===== src/rtl/axi_lite_arbiter_2to1.sv =====
// axi_lite_arbiter_2to1: shares one AXI4-Lite slave (the cache wrapper) between
// the instruction-fetch requester (s0) and the load/store requester (s1).
// One whole transaction (address, data, response) is granted at a time. The
// granted port's channels are routed combinationally onto the m_* port.
//
// Handshake rule used on every channel: a transfer happens on a rising clk edge
// where valid and ready are both 1. Valid never waits on ready. Ready may depend
// on valid. Once a valid is raised it stays high until its handshake.
//
// o_dbg_state exposes the FSM state: 0=IDLE 1=RD_ADDR 2=RD_DATA 3=WR_REQ 4=WR_RESP.
module axi_lite_arbiter_2to1 #(
  parameter int ADDR_WIDTH = 32,
  parameter bit FIXED_PRIO = 1'b0
) (
  input  logic                  clk,
  input  logic                  rst,
  // requester 0
  input  logic [ADDR_WIDTH-1:0] s0_araddr,
  input  logic [2:0]            s0_arprot,
  input  logic                  s0_arvalid,
  output logic                  s0_arready,
  output logic [31:0]           s0_rdata,
  output logic [1:0]            s0_rresp,
  output logic                  s0_rvalid,
  input  logic                  s0_rready,
  input  logic [ADDR_WIDTH-1:0] s0_awaddr,
  input  logic [2:0]            s0_awprot,
  input  logic                  s0_awvalid,
  output logic                  s0_awready,
  input  logic [31:0]           s0_wdata,
  input  logic [3:0]            s0_wstrb,
  input  logic                  s0_wvalid,
  output logic                  s0_wready,
  output logic [1:0]            s0_bresp,
  output logic                  s0_bvalid,
  input  logic                  s0_bready,
  // requester 1
  input  logic [ADDR_WIDTH-1:0] s1_araddr,
  input  logic [2:0]            s1_arprot,
  input  logic                  s1_arvalid,
  output logic                  s1_arready,
  output logic [31:0]           s1_rdata,
  output logic [1:0]            s1_rresp,
  output logic                  s1_rvalid,
  input  logic                  s1_rready,
  input  logic [ADDR_WIDTH-1:0] s1_awaddr,
  input  logic [2:0]            s1_awprot,
  input  logic                  s1_awvalid,
  output logic                  s1_awready,
  input  logic [31:0]           s1_wdata,
  input  logic [3:0]            s1_wstrb,
  input  logic                  s1_wvalid,
  output logic                  s1_wready,
  output logic [1:0]            s1_bresp,
  output logic                  s1_bvalid,
  input  logic                  s1_bready,
  // cache side
  output logic [ADDR_WIDTH-1:0] m_araddr,
  output logic [2:0]            m_arprot,
  output logic                  m_arvalid,
  input  logic                  m_arready,
  input  logic [31:0]           m_rdata,
  input  logic [1:0]            m_rresp,
  input  logic                  m_rvalid,
  output logic                  m_rready,
  output logic [ADDR_WIDTH-1:0] m_awaddr,
  output logic [2:0]            m_awprot,
  output logic                  m_awvalid,
  input  logic                  m_awready,
  output logic [31:0]           m_wdata,
  output logic [3:0]            m_wstrb,
  output logic                  m_wvalid,
  input  logic                  m_wready,
  input  logic [1:0]            m_bresp,
  input  logic                  m_bvalid,
  output logic                  m_bready,
  // debug
  output logic [2:0]            o_dbg_state
);

  typedef enum logic [2:0] {
    ST_IDLE    = 3'd0,
    ST_RD_ADDR = 3'd1,
    ST_RD_DATA = 3'd2,
    ST_WR_REQ  = 3'd3,
    ST_WR_RESP = 3'd4
  } state_t;

  state_t r_state;
  logic   r_grant;
  logic   r_last;
  logic   r_aw_done;
  logic   r_w_done;

  state_t w_state_nxt;
  logic   w_grant_nxt;
  logic   w_last_nxt;
  logic   w_aw_done_nxt;
  logic   w_w_done_nxt;
  logic   w_pick;
  logic   w_aw_hs;
  logic   w_w_hs;

  // Granted-port view of the requester inputs
  logic [ADDR_WIDTH-1:0] w_g_araddr;
  logic [2:0]            w_g_arprot;
  logic                  w_g_arvalid;
  logic                  w_g_rready;
  logic [ADDR_WIDTH-1:0] w_g_awaddr;
  logic [2:0]            w_g_awprot;
  logic                  w_g_awvalid;
  logic [31:0]           w_g_wdata;
  logic [3:0]            w_g_wstrb;
  logic                  w_g_wvalid;
  logic                  w_g_bready;

  // Granted-port view of the outputs back to the requester
  logic                  w_g_arready;
  logic [31:0]           w_g_rdata;
  logic [1:0]            w_g_rresp;
  logic                  w_g_rvalid;
  logic                  w_g_awready;
  logic                  w_g_wready;
  logic [1:0]            w_g_bresp;
  logic                  w_g_bvalid;

  logic w_req0;
  logic w_req1;

  assign w_req0 = s0_arvalid | s0_awvalid;
  assign w_req1 = s1_arvalid | s1_awvalid;

  assign w_g_araddr  = r_grant ? s1_araddr  : s0_araddr;
  assign w_g_arprot  = r_grant ? s1_arprot  : s0_arprot;
  assign w_g_arvalid = r_grant ? s1_arvalid : s0_arvalid;
  assign w_g_rready  = r_grant ? s1_rready  : s0_rready;
  assign w_g_awaddr  = r_grant ? s1_awaddr  : s0_awaddr;
  assign w_g_awprot  = r_grant ? s1_awprot  : s0_awprot;
  assign w_g_awvalid = r_grant ? s1_awvalid : s0_awvalid;
  assign w_g_wdata   = r_grant ? s1_wdata   : s0_wdata;
  assign w_g_wstrb   = r_grant ? s1_wstrb   : s0_wstrb;
  assign w_g_wvalid  = r_grant ? s1_wvalid  : s0_wvalid;
  assign w_g_bready  = r_grant ? s1_bready  : s0_bready;

  // State, grant and write-progress registers
  always_ff @(posedge clk) begin
    if (rst) begin
      r_state   <= ST_IDLE;
      r_grant   <= 1'b0;
      r_last    <= 1'b1;
      r_aw_done <= 1'b0;
      r_w_done  <= 1'b0;
    end else begin
      r_state   <= w_state_nxt;
      r_grant   <= w_grant_nxt;
      r_last    <= w_last_nxt;
      r_aw_done <= w_aw_done_nxt;
      r_w_done  <= w_w_done_nxt;
    end
  end

  // Next-state logic and channel routing for the granted port
  always_comb begin
    w_state_nxt   = r_state;
    w_grant_nxt   = r_grant;
    w_last_nxt    = r_last;
    w_aw_done_nxt = r_aw_done;
    w_w_done_nxt  = r_w_done;
    w_pick        = 1'b0;
    w_aw_hs       = 1'b0;
    w_w_hs        = 1'b0;

    m_araddr  = '0;
    m_arprot  = '0;
    m_arvalid = 1'b0;
    m_rready  = 1'b0;
    m_awaddr  = '0;
    m_awprot  = '0;
    m_awvalid = 1'b0;
    m_wdata   = '0;
    m_wstrb   = '0;
    m_wvalid  = 1'b0;
    m_bready  = 1'b0;

    w_g_arready = 1'b0;
    w_g_rdata   = '0;
    w_g_rresp   = '0;
    w_g_rvalid  = 1'b0;
    w_g_awready = 1'b0;
    w_g_wready  = 1'b0;
    w_g_bresp   = '0;
    w_g_bvalid  = 1'b0;

    case (r_state)
      ST_IDLE: begin
        if (w_req0 || w_req1) begin
          if (w_req0 && w_req1) begin
            w_pick = FIXED_PRIO ? 1'b0 : ~r_last;
          end else begin
            w_pick = w_req1;
          end
          w_grant_nxt = w_pick;
          // A read request beats a write request from the same port
          if (w_pick ? s1_arvalid : s0_arvalid) begin
            w_state_nxt = ST_RD_ADDR;
          end else begin
            w_state_nxt = ST_WR_REQ;
          end
        end
      end

      ST_RD_ADDR: begin
        m_araddr    = w_g_araddr;
        m_arprot    = w_g_arprot;
        m_arvalid   = w_g_arvalid;
        w_g_arready = m_arready;
        if (w_g_arvalid && m_arready) begin
          w_state_nxt = ST_RD_DATA;
        end
      end

      ST_RD_DATA: begin
        w_g_rdata  = m_rdata;
        w_g_rresp  = m_rresp;
        w_g_rvalid = m_rvalid;
        m_rready   = w_g_rready;
        if (m_rvalid && w_g_rready) begin
          w_state_nxt = ST_IDLE;
          w_last_nxt  = r_grant;
        end
      end

      ST_WR_REQ: begin
        m_awaddr    = w_g_awaddr;
        m_awprot    = w_g_awprot;
        m_awvalid   = w_g_awvalid & ~r_aw_done;
        w_g_awready = m_awready & ~r_aw_done;
        m_wdata     = w_g_wdata;
        m_wstrb     = w_g_wstrb;
        m_wvalid    = w_g_wvalid & ~r_w_done;
        w_g_wready  = m_wready & ~r_w_done;
        w_aw_hs     = m_awvalid & m_awready;
        w_w_hs      = m_wvalid & m_wready;
        // AW and W finish independently; move on once both have finished
        if ((r_aw_done || w_aw_hs) && (r_w_done || w_w_hs)) begin
          w_state_nxt   = ST_WR_RESP;
          w_aw_done_nxt = 1'b0;
          w_w_done_nxt  = 1'b0;
        end else begin
          w_aw_done_nxt = r_aw_done | w_aw_hs;
          w_w_done_nxt  = r_w_done | w_w_hs;
        end
      end

      ST_WR_RESP: begin
        w_g_bresp  = m_bresp;
        w_g_bvalid = m_bvalid;
        m_bready   = w_g_bready;
        if (m_bvalid && w_g_bready) begin
          w_state_nxt = ST_IDLE;
          w_last_nxt  = r_grant;
        end
      end

      default: begin
        w_state_nxt = ST_IDLE;
      end
    endcase
  end

  // The non-granted port sees all zeros
  assign s0_arready = ~r_grant & w_g_arready;
  assign s0_rdata   = r_grant ? '0 : w_g_rdata;
  assign s0_rresp   = r_grant ? '0 : w_g_rresp;
  assign s0_rvalid  = ~r_grant & w_g_rvalid;
  assign s0_awready = ~r_grant & w_g_awready;
  assign s0_wready  = ~r_grant & w_g_wready;
  assign s0_bresp   = r_grant ? '0 : w_g_bresp;
  assign s0_bvalid  = ~r_grant & w_g_bvalid;

  assign s1_arready = r_grant & w_g_arready;
  assign s1_rdata   = r_grant ? w_g_rdata : '0;
  assign s1_rresp   = r_grant ? w_g_rresp : '0;
  assign s1_rvalid  = r_grant & w_g_rvalid;
  assign s1_awready = r_grant & w_g_awready;
  assign s1_wready  = r_grant & w_g_wready;
  assign s1_bresp   = r_grant ? w_g_bresp : '0;
  assign s1_bvalid  = r_grant & w_g_bvalid;

  assign o_dbg_state = r_state;

endmodule


===== config.mk =====
export PLATFORM = sky130hd
export DESIGN_NAME = axi_lite_arbiter_2to1
export DESIGN_NICKNAME = d
export VERILOG_FILES = /design/src/rtl/axi_lite_arbiter_2to1.sv
export SDC_FILE = /design/constraint.sdc
export NUM_CORES = 1
export LEC_CHECK = 0
export CAP_MARGIN = 10
export CORE_AREA = 2 2 177 179
export CTS_CLUSTER_DIAMETER = 120
export DETAILED_ROUTE_END_ITERATION = 6
export DIE_AREA = 0 0 179 181
export SLEW_MARGIN = 25
export SYNTH_ARGS = -nofsm -noshare
export SYNTH_HDL_FRONTEND = slang
export SYNTH_SLANG_ARGS = --single-unit

===== constraint.sdc =====
create_clock -name clk -period 1.8 [get_ports clk]
set_input_delay 0.36 -clock clk [delete_from_list [all_inputs] [get_ports clk]]
set_output_delay 0.36 -clock clk [all_outputs]
set_load 0.02 [all_outputs]

== Yosys cells after proc, flatten, opt, wreduce, memory -nomap -nowiden ==
Index checks and enable logic that the tools add are counted.
Word-level totals
  latch bits: 0
  memories kept: 0
  memory bits (read-only): 0
  word-level logic and storage cells: 103
  register bits: 7
  memory bits (writable): 0
  bits of input ports: 265
  output and inout port bits: 196
Operators by class
  div/mod/pow operators: 0
  equal/unequal tests: 9
  shifts and indexed selects: 0
  multiplexer cells: 52
  $mul: 0
  $lt $le $gt $ge: 0
  bitwise gates (word level): 24
  add/subtract/negate cells: 0
  reduce and logical (&&, ||, !) cells: 13
Operators by type and width (count)
  2-to-1 mux 32 bit: 9
  2-to-1 mux 3 bit: 9
  2-to-1 mux 1 bit: 23
  AND 1 bit: 16
  case mux 3 bit (5 select lines): 1
  2-to-1 mux 2 bit: 7
  != test 2 bit, second input constant: 5
  2-to-1 mux 4 bit: 2
  == test 3 x 2 -> 1 bit, second input constant: 2
  logical AND 1 bit: 5
  AND reduction 5 bit: 1
  inverter 1 bit: 4
  bitwise OR 1 bit: 4
  == test 3 x 1 -> 1 bit, second input constant: 1
  == test 3 bit, second input constant: 1
  logical NOT 3 bit: 1
  logical OR 1 bit: 3
  AND reduction 3 bit: 1
  case mux 1 bit (2 select lines): 1
  AND reduction 2 bit: 1
  nonzero test 2 bit: 1

== Longest topological paths before layout ==
  word-level depth: 9
  depth in mapped cells: 7
  depth with buffers taken out: 5

== Worst setup path before layout ==
No wires, ideal clock.
  kind: reg-to-output
  from: register r_state[0], in the netlist o_dbg_state[0]
  to: output s0_wready
  path buffers: 2
  slack: -0.403 ns
  required time: 1.440 ns
  data arrival time: 1.843 ns
  cell stages (with the launch flop): 5
  cell sequence: dfxtp_1 -> clkbuf_1 -> nand3b_1 -> clkbuf_1 -> nor4_1
Between the ends
  cells in the longest elaborated chain, start to end: 3
RTL lines
  start, declared: RTL line 89  | state_t r_state;
  start signal, assigned: RTL line 154  | r_state <= w_state_nxt;
  == test 3 x 2 -> 1 bit: RTL line 194  | case (r_state)
  2-to-1 mux 1 bit: RTL line 194
  AND 1 bit: RTL line 277  | assign s0_wready = ~r_grant & w_g_wready;
  end, declared: RTL line 33  | output logic s0_wready,
No other way between the ends.

== Final worst setup path ==
  from: register r_state[1], in the netlist o_dbg_state[1]
  to: output s1_rvalid
Between the ends
  cells in the longest elaborated chain, start to end: 3
RTL lines
  == test 3 x 2 -> 1 bit: RTL line 194
  2-to-1 mux 1 bit: RTL line 194
  AND 1 bit: RTL line 284  | assign s1_rvalid = r_grant & w_g_rvalid;
  end, declared: RTL line 44  | output logic s1_rvalid,
No other way between the ends.

==> results.cfg <==
[status]
status = finished with violations
failed_checks = setup timing

[logic_synthesis]
synth_cell_type_count = 36
syn_inst = 396
synth-edff-count = 0
avgSynthCellArea_um2 = 6.67
synth_async_sr_flop_share_pct = 0
synthXorXnorAreaFrac_pct = 0
syn_nets = 661
seq_area_frac_synth_pct = 5.31
synthMuxAreaShare_pct = 42.1
yosysWarnings = 0
synthAdderAreaFrac_pct = 0
synth_top_family_by_area = multiplexers
yosys.area_share.simple_pct = 40.4
netlist_area_um2 = 2640
synth-compound-area-share_pct = 5.68
synth-seq-cells = 7
synth_flop_cell = dfxtp_1

[timing]
grt_setup_unrepaired = true
hold_violations = 0
period_minus_slack_ns = 2.04
worst_slack_ns = -0.238
finalClockSkew_ns = 0.000522
drv_slew = 0
setup-violations-final = 181
maxSlewHeadroom_pct = 75.3
worst_pin_slew_ns = 0.367
timing.fmax_mhz = 491
fin_crit_sh_pct = 113

[detailed_routing]
vias = 5190
drtPass1Iterations = 5
final_antenna_net_count = 0
via_per_inst = 3.81
drtIter0Drc = 179
avgRoutedWirePerCell_um = 18.3
routed_wl_mm = 24.9
drc = 0

[final_layout]
fillers = 3044
fin_nets = 1228
multi_input_area_um2 = 3580
drive_above_1_share_pct = 57.3
syn2layout_area_growth_pct = 304
final_area_um2 = 10700
seq_area_um2 = 150

[cts]
htreeDepth = 1
clkSinkCount = 7
cts-root-buf = clkbuf_16
cts_tree = built
numCtsBuffers = 3
cts_hold_buf = 0
cts.clk_slew.worst_paths_ns = 0.04
cts_buffer_depth = 2
clkLatencyLatePin_ns = 0.23

[critical_path]
cp-endpoint = s1_rvalid
r2r-start = o_dbg_state[1]$_SDFFE_PP0P_
cp-startpoint = o_dbg_state[1]$_SDFFE_PP0P_
path_class = register to primary output
reg2regPathDepth = 9
cp_data_arrival_time_ns = 1.68
worstPathRequired_ns = 1.44
worstSetupStartpointType = register
cp_max_fo = 4
rrSetupSlack_ns = -0.18
r2r-end = o_dbg_state[2]$_SDFFE_PP0P_
endpoint_kind = primary output

[floorplanning]
die-area_um2 = 32400
io_pins = 461
die_h_um = 181
core_um2 = 30300
initial_utilization_pct = 8.70
die_w_um = 179
rows = 64

[grt]
grtUsageMet3_pct = 2.06
grt_max_degree = 18
overflow = 0
grt-busiest-layer = met2
grt_usage_pct = 13.4
grt_antenna_before_repair = 5
use_met1_pct = 14.4
grt_pass1_vias = 5349
grt_pass1_wl_mm = 32.4
use_met2_pct = 27.0

[flow_run]
maxCapViolCount = 0

[min_path]
hold_path.class = register to register

[pwr]
p_leak_nw = 4.28
powerDensity_nw_per_um2 = 766
ir_drop_mv = 0.353

[placed_design]
port_buffers = 460
dpl.hpwl_mm = 18.1
placed_area_um2 = 8690
gp_congestion = 0.789
place_ws_ns = -0.544
power breakdown:
group	total, W	internal (W)	switching (W)
clock	0.000381	0.000295	0.0000857
combinational	0.00755	0.00427	0.00328
sequential	0.000242	0.000201	0.0000405
layout make-up:
class / count / area share [%]
timing repair buffer: 596 / 59.3
inverter: 6 / 0.282
sequential: 7 / 1.41
multi-input combinational: 349 / 33.5
clock buffer: 4 / 0.739
tap: 396 / 4.65
antenna: 4 / 0.0939
cell families (layout without fill, tap and decap cells):
| family | Yosys count | after routing |
|---|---|---|
| buf+inv | 40 | 606 |
| mux | 111 | 111 |
| flops | 7 | 7 |
| compound gates | 20 | 20 |
| simple gates | 218 | 218 |
| other cells | 0 | 4 |
per-stage QoR:
stage          util (%)  TNS [ns]  cells  total power (W)  hold WS (ns)
5_1_grt            35.1    -39.75   1360          0.00860         0.583
3_3_place_gp       28.6    -66.15   1289          0.00520         0.503
3_5_place_dp       28.6    -69.17   1289          0.00522         0.520
2_1_floorplan         -     -2.38    396          0.00271         0.419
4_1_cts            31.6    -26.56   1345          0.00713         0.532
6_report           35.1    -28.79   1362          0.00817         0.543
cells in the mapped netlist, types with 2 or more instances:
cell | count | area (µm²)
nor3b_1 | 3 | 22.5
nor2_1 | 116 | 435
a21oi_1 | 6 | 30.0
o211ai_1 | 2 | 15.0
and3_1 | 6 | 37.5
nor3_1 | 9 | 45.0
mux2i_1 | 110 | 1100
nand2_1 | 6 | 22.5
and2_1 | 69 | 432
nor4_1 | 4 | 25.0
buf_1 | 4 | 15.0
dfxtp_1 | 7 | 140
inv_1 | 5 | 18.8
buf_2 | 10 | 50.1
buf_4 | 2 | 15.0
clkbuf_1 | 17 | 63.8
state kept, by name, summed over array words and instances (netlist names):
register / flops
o_dbg_state: 3
r_w_done: 1
r_grant: 1
r_aw_done: 1
r_last: 1
cells in the final DEF (no fill, tap or decap), drive strengths merged, types with 4 or more instances in the layout:
cell           count
a21oi              6
and2              69
and3               6
buf              310
clkbuf            12
clkdlybuf4s15     11
clkdlybuf4s50    264
dfxtp              7
diode              4
inv                6
mux2i            110
nand2              6
nor2             116
nor3               9
nor3b              4
nor4               4
worst min path at each step:
stage	startpoint	to	slack (ns)	depth (start not counted)
finish	r_last$_SDFFE_PP1P_	r_last$_SDFFE_PP1P_	0.54	2
global route	r_aw_done$_SDFFE_PP0P_	r_aw_done$_SDFFE_PP0P_	0.58	2
CTS	r_last$_SDFFE_PP1P_	r_last$_SDFFE_PP1P_	0.53	2
detailed placement	r_aw_done$_SDFFE_PP0P_	r_aw_done$_SDFFE_PP0P_	0.52	2
global placement	r_aw_done$_SDFFE_PP0P_	r_aw_done$_SDFFE_PP0P_	0.50	2
floorplan	rst	o_dbg_state[1]$_SDFFE_PP0P_	0.42	1
critical path, stage by stage, from the launching register on:
cell and delay (ns):
dfxtp_4 0.33, or3b_4 0.41, buf_4 0.15, buf_6 0.11
buf_6 0.12, nor3_4 0.18, buf_6 0.14
metal layers:
layer	routed length, µm	share of wire (%)
met4	303	1.2
met2	13800	56
met5	0	0
met1	8690	35
met3	2060	8.3
what timing repair did:
action | CTS | global route
endpoints found under the setup margin | 196 | 199
pin swaps | 12 | 27
setup buffers | 39 | 13
gates resized for setup | 1015 | 249
cloned | 13 | 8
hold endpoints to repair | 0 | 0
Note: power is estimated with default switching activity, not from simulation.
==> variant: new RTL, same settings <==
`FIXED_PRIO`: 1'b0 -> 1'b1.
--- a/src/rtl/axi_lite_arbiter_2to1.sv
+++ b/src/rtl/axi_lite_arbiter_2to1.sv
@@ -10,7 +10,7 @@
 // o_dbg_state exposes the FSM state: 0=IDLE 1=RD_ADDR 2=RD_DATA 3=WR_REQ 4=WR_RESP.
 module axi_lite_arbiter_2to1 #(
   parameter int ADDR_WIDTH = 32,
-  parameter bit FIXED_PRIO = 1'b0
+  parameter bit FIXED_PRIO = 1'b1
 ) (
   input  logic                  clk,
   input  logic                  rst,
Formal check against the unedited RTL: not equivalent (a bounded check fails within 10 cycles, from zero or initial values and one cycle with rst high).
==> variant against the original RTL <==
The flow still finishes with violations (negative setup slack); final cell count decreased by 2.3%; power decreased by 5.6%; synthesized cell count decreased by 1.3%; critical path depth decreased by 1; worst setup slack improved by 0.024 ns; cell area decreased by 11%; routed wire length decreased by 12%; sequential cell count decreased by 1; via count decreased by 5.1%; area after synthesis decreased by 2.5%; largest cell class unchanged.
==> variant: results (changes against the original RTL) <==
Setup path
  – FF-to-FF End: o_dbg_state[1] (was o_dbg_state[2])
  – R2r setup slk: -0.13 ns (was -0.18 ns)
  – Reg2reg start: r_grant (was o_dbg_state[1])
  – Crit Path Max Fanout: 5 (was 4)
  – Worst Setup SP: o_dbg_state[2] (was o_dbg_state[1])
  – Critical path's top delay family: simple AND/OR/NAND/NOR gates (unchanged)
  – Critical Path AT: 1.65 ns (was 1.68 ns)

GRT
  – Antenna violations before repair: 2 (was 5)
  – Total GRT Usage: 11.6% (was 13.4%)
  – Met1 Usage GRT: 11.7% (was 14.4%)
  – Met2 usage: 23.6% (was 27.0%)
  – M3 GR Usage: 2.53% (was 2.06%)
  – Largest net degree at the start of global routing: 36 (was 18)
  – First-pass GRT wire length: 28.9 mm (was 32.4 mm)
  – Vias in the first global route: 5126 (was 5349)

Drt
  – Detailed Route Iter0 Violations: 82 (was 179)
  – DR WL/cell: 16.4 um (was 18.3 um)
  – TritonRoute pass-1 iters: 4 (was 5)
  – Routed vias/inst: 3.70 (was 3.81)

Finish
  – Multi-input logic area: 3140 sq um (was 3580 sq um)
  – Final Non-Filler Cells: 1330 (was 1362)
  – Fillers: 3184 (was 3044)
  – Share of cells above drive strength 1: 50.0% (was 57.3%)
  – Fin nets: 1198 (was 1228)

Yosys
  – Compound-Gate Fraction of Synth Area: 4.13% (was 5.68%)
  – Register area share after synthesis: 4.66% (was 5.31%)
  – Syn nets: 656 (was 661)
  – Post-Syn Instances: 391 (was 396)
  – Post-synthesis mux area share: 43.6% (was 42.1%)
  – Synth cell count leaders: nor2_1, mux2i_1, and2_1, clkbuf_1, nor3_1 (was nor2_1, mux2i_1, and2_1, clkbuf_1, buf_2)
  – Top cells by area, synth: mux2i_1, and2_1, nor2_1, dfxtp_1, nor3_1 (was mux2i_1, nor2_1, and2_1, dfxtp_1, clkbuf_1)
  – Post-synthesis cell type count: 30 (was 36)

Timing
  – Worst-margin pin slew: 0.319 ns (was 0.367 ns)
  – WHS: 0.528 ns (was 0.543 ns)
  – Setup total negative slack: -17.77 ns (was -28.79 ns)
  – Final worst slack: -0.214 ns (was -0.238 ns)
  – # setup viols final: 181 (unchanged)
  – Worst Skew: 0.00513 ns (was 0.000522 ns)

Placement
  – IO buf count: 460 (unchanged)
  – Placed Area: 8670 sq um (was 8690 sq um)
  – Gp weighted congestion: 0.810 (was 0.789)
  – Setup WS pre-CTS: -0.409 ns (was -0.544 ns)
  – Detailed Place HPWL: 17.6 mm (was 18.1 mm)

Pwr
  – Worst vdd ir: 0.286 mV (was 0.353 mV)
  – P_leak: 3.88 nW (was 4.28 nW)
  – Sw frac: 44.9% (was 41.6%)
  – Clock power share: 5.0% (was 4.7%)
  – Internal power: 4.25 mW (was 4.77 mW)

Status
  – Violated checks: negative setup slack (unchanged)
  – Outcome: complete, but fails checks (unchanged)

Min path
  – Hold path start: o_dbg_state[1] (was r_last)

Clock network
  – Clock-pin slew on the worst setup and hold paths: roughly 0.030 ns
variant: cell types whose count changed after synthesis, moves of 3 or more:
cell	before	now
nor3b_1	3	0
nor3_1	9	13
clkbuf_1	17	14
and3_1	6	2
variant: worst max path at each step:
stage,to,slack (ns),depth (start not counted)
after floorplan,s0_awready,-0.21,4
after global placement,m_wdata[10],-0.37,6
after detailed placement,m_awaddr[31],-0.41,6
after CTS,s1_arready,-0.25,5
after global routing,s1_arready,-0.28,5
final,s1_arready,-0.21,5
variant: routing by layer:
metal  vias to the layer above  share of wire (%)
met2                       278                 56
met3                        14                9.6
li1                       2406                  -
met1                      2225                 34
met5                         -                  0
met4                         0                1.0
variant: final cells by class:
class	instances	area share, %
multi-input cells	345	33.1
diodes	2	0.0528
repair buffers	570	59.1
inverters	7	0.303
flip-flops and latches	6	1.42
well taps	396	5.22
clock buffers	4	0.831
variant: repair_timing:
action	CTS	global route
cloned	3	6
pin swaps	11	24
endpoints found under the setup margin	197	197
buffers inserted	7	23
gates resized for setup	692	418
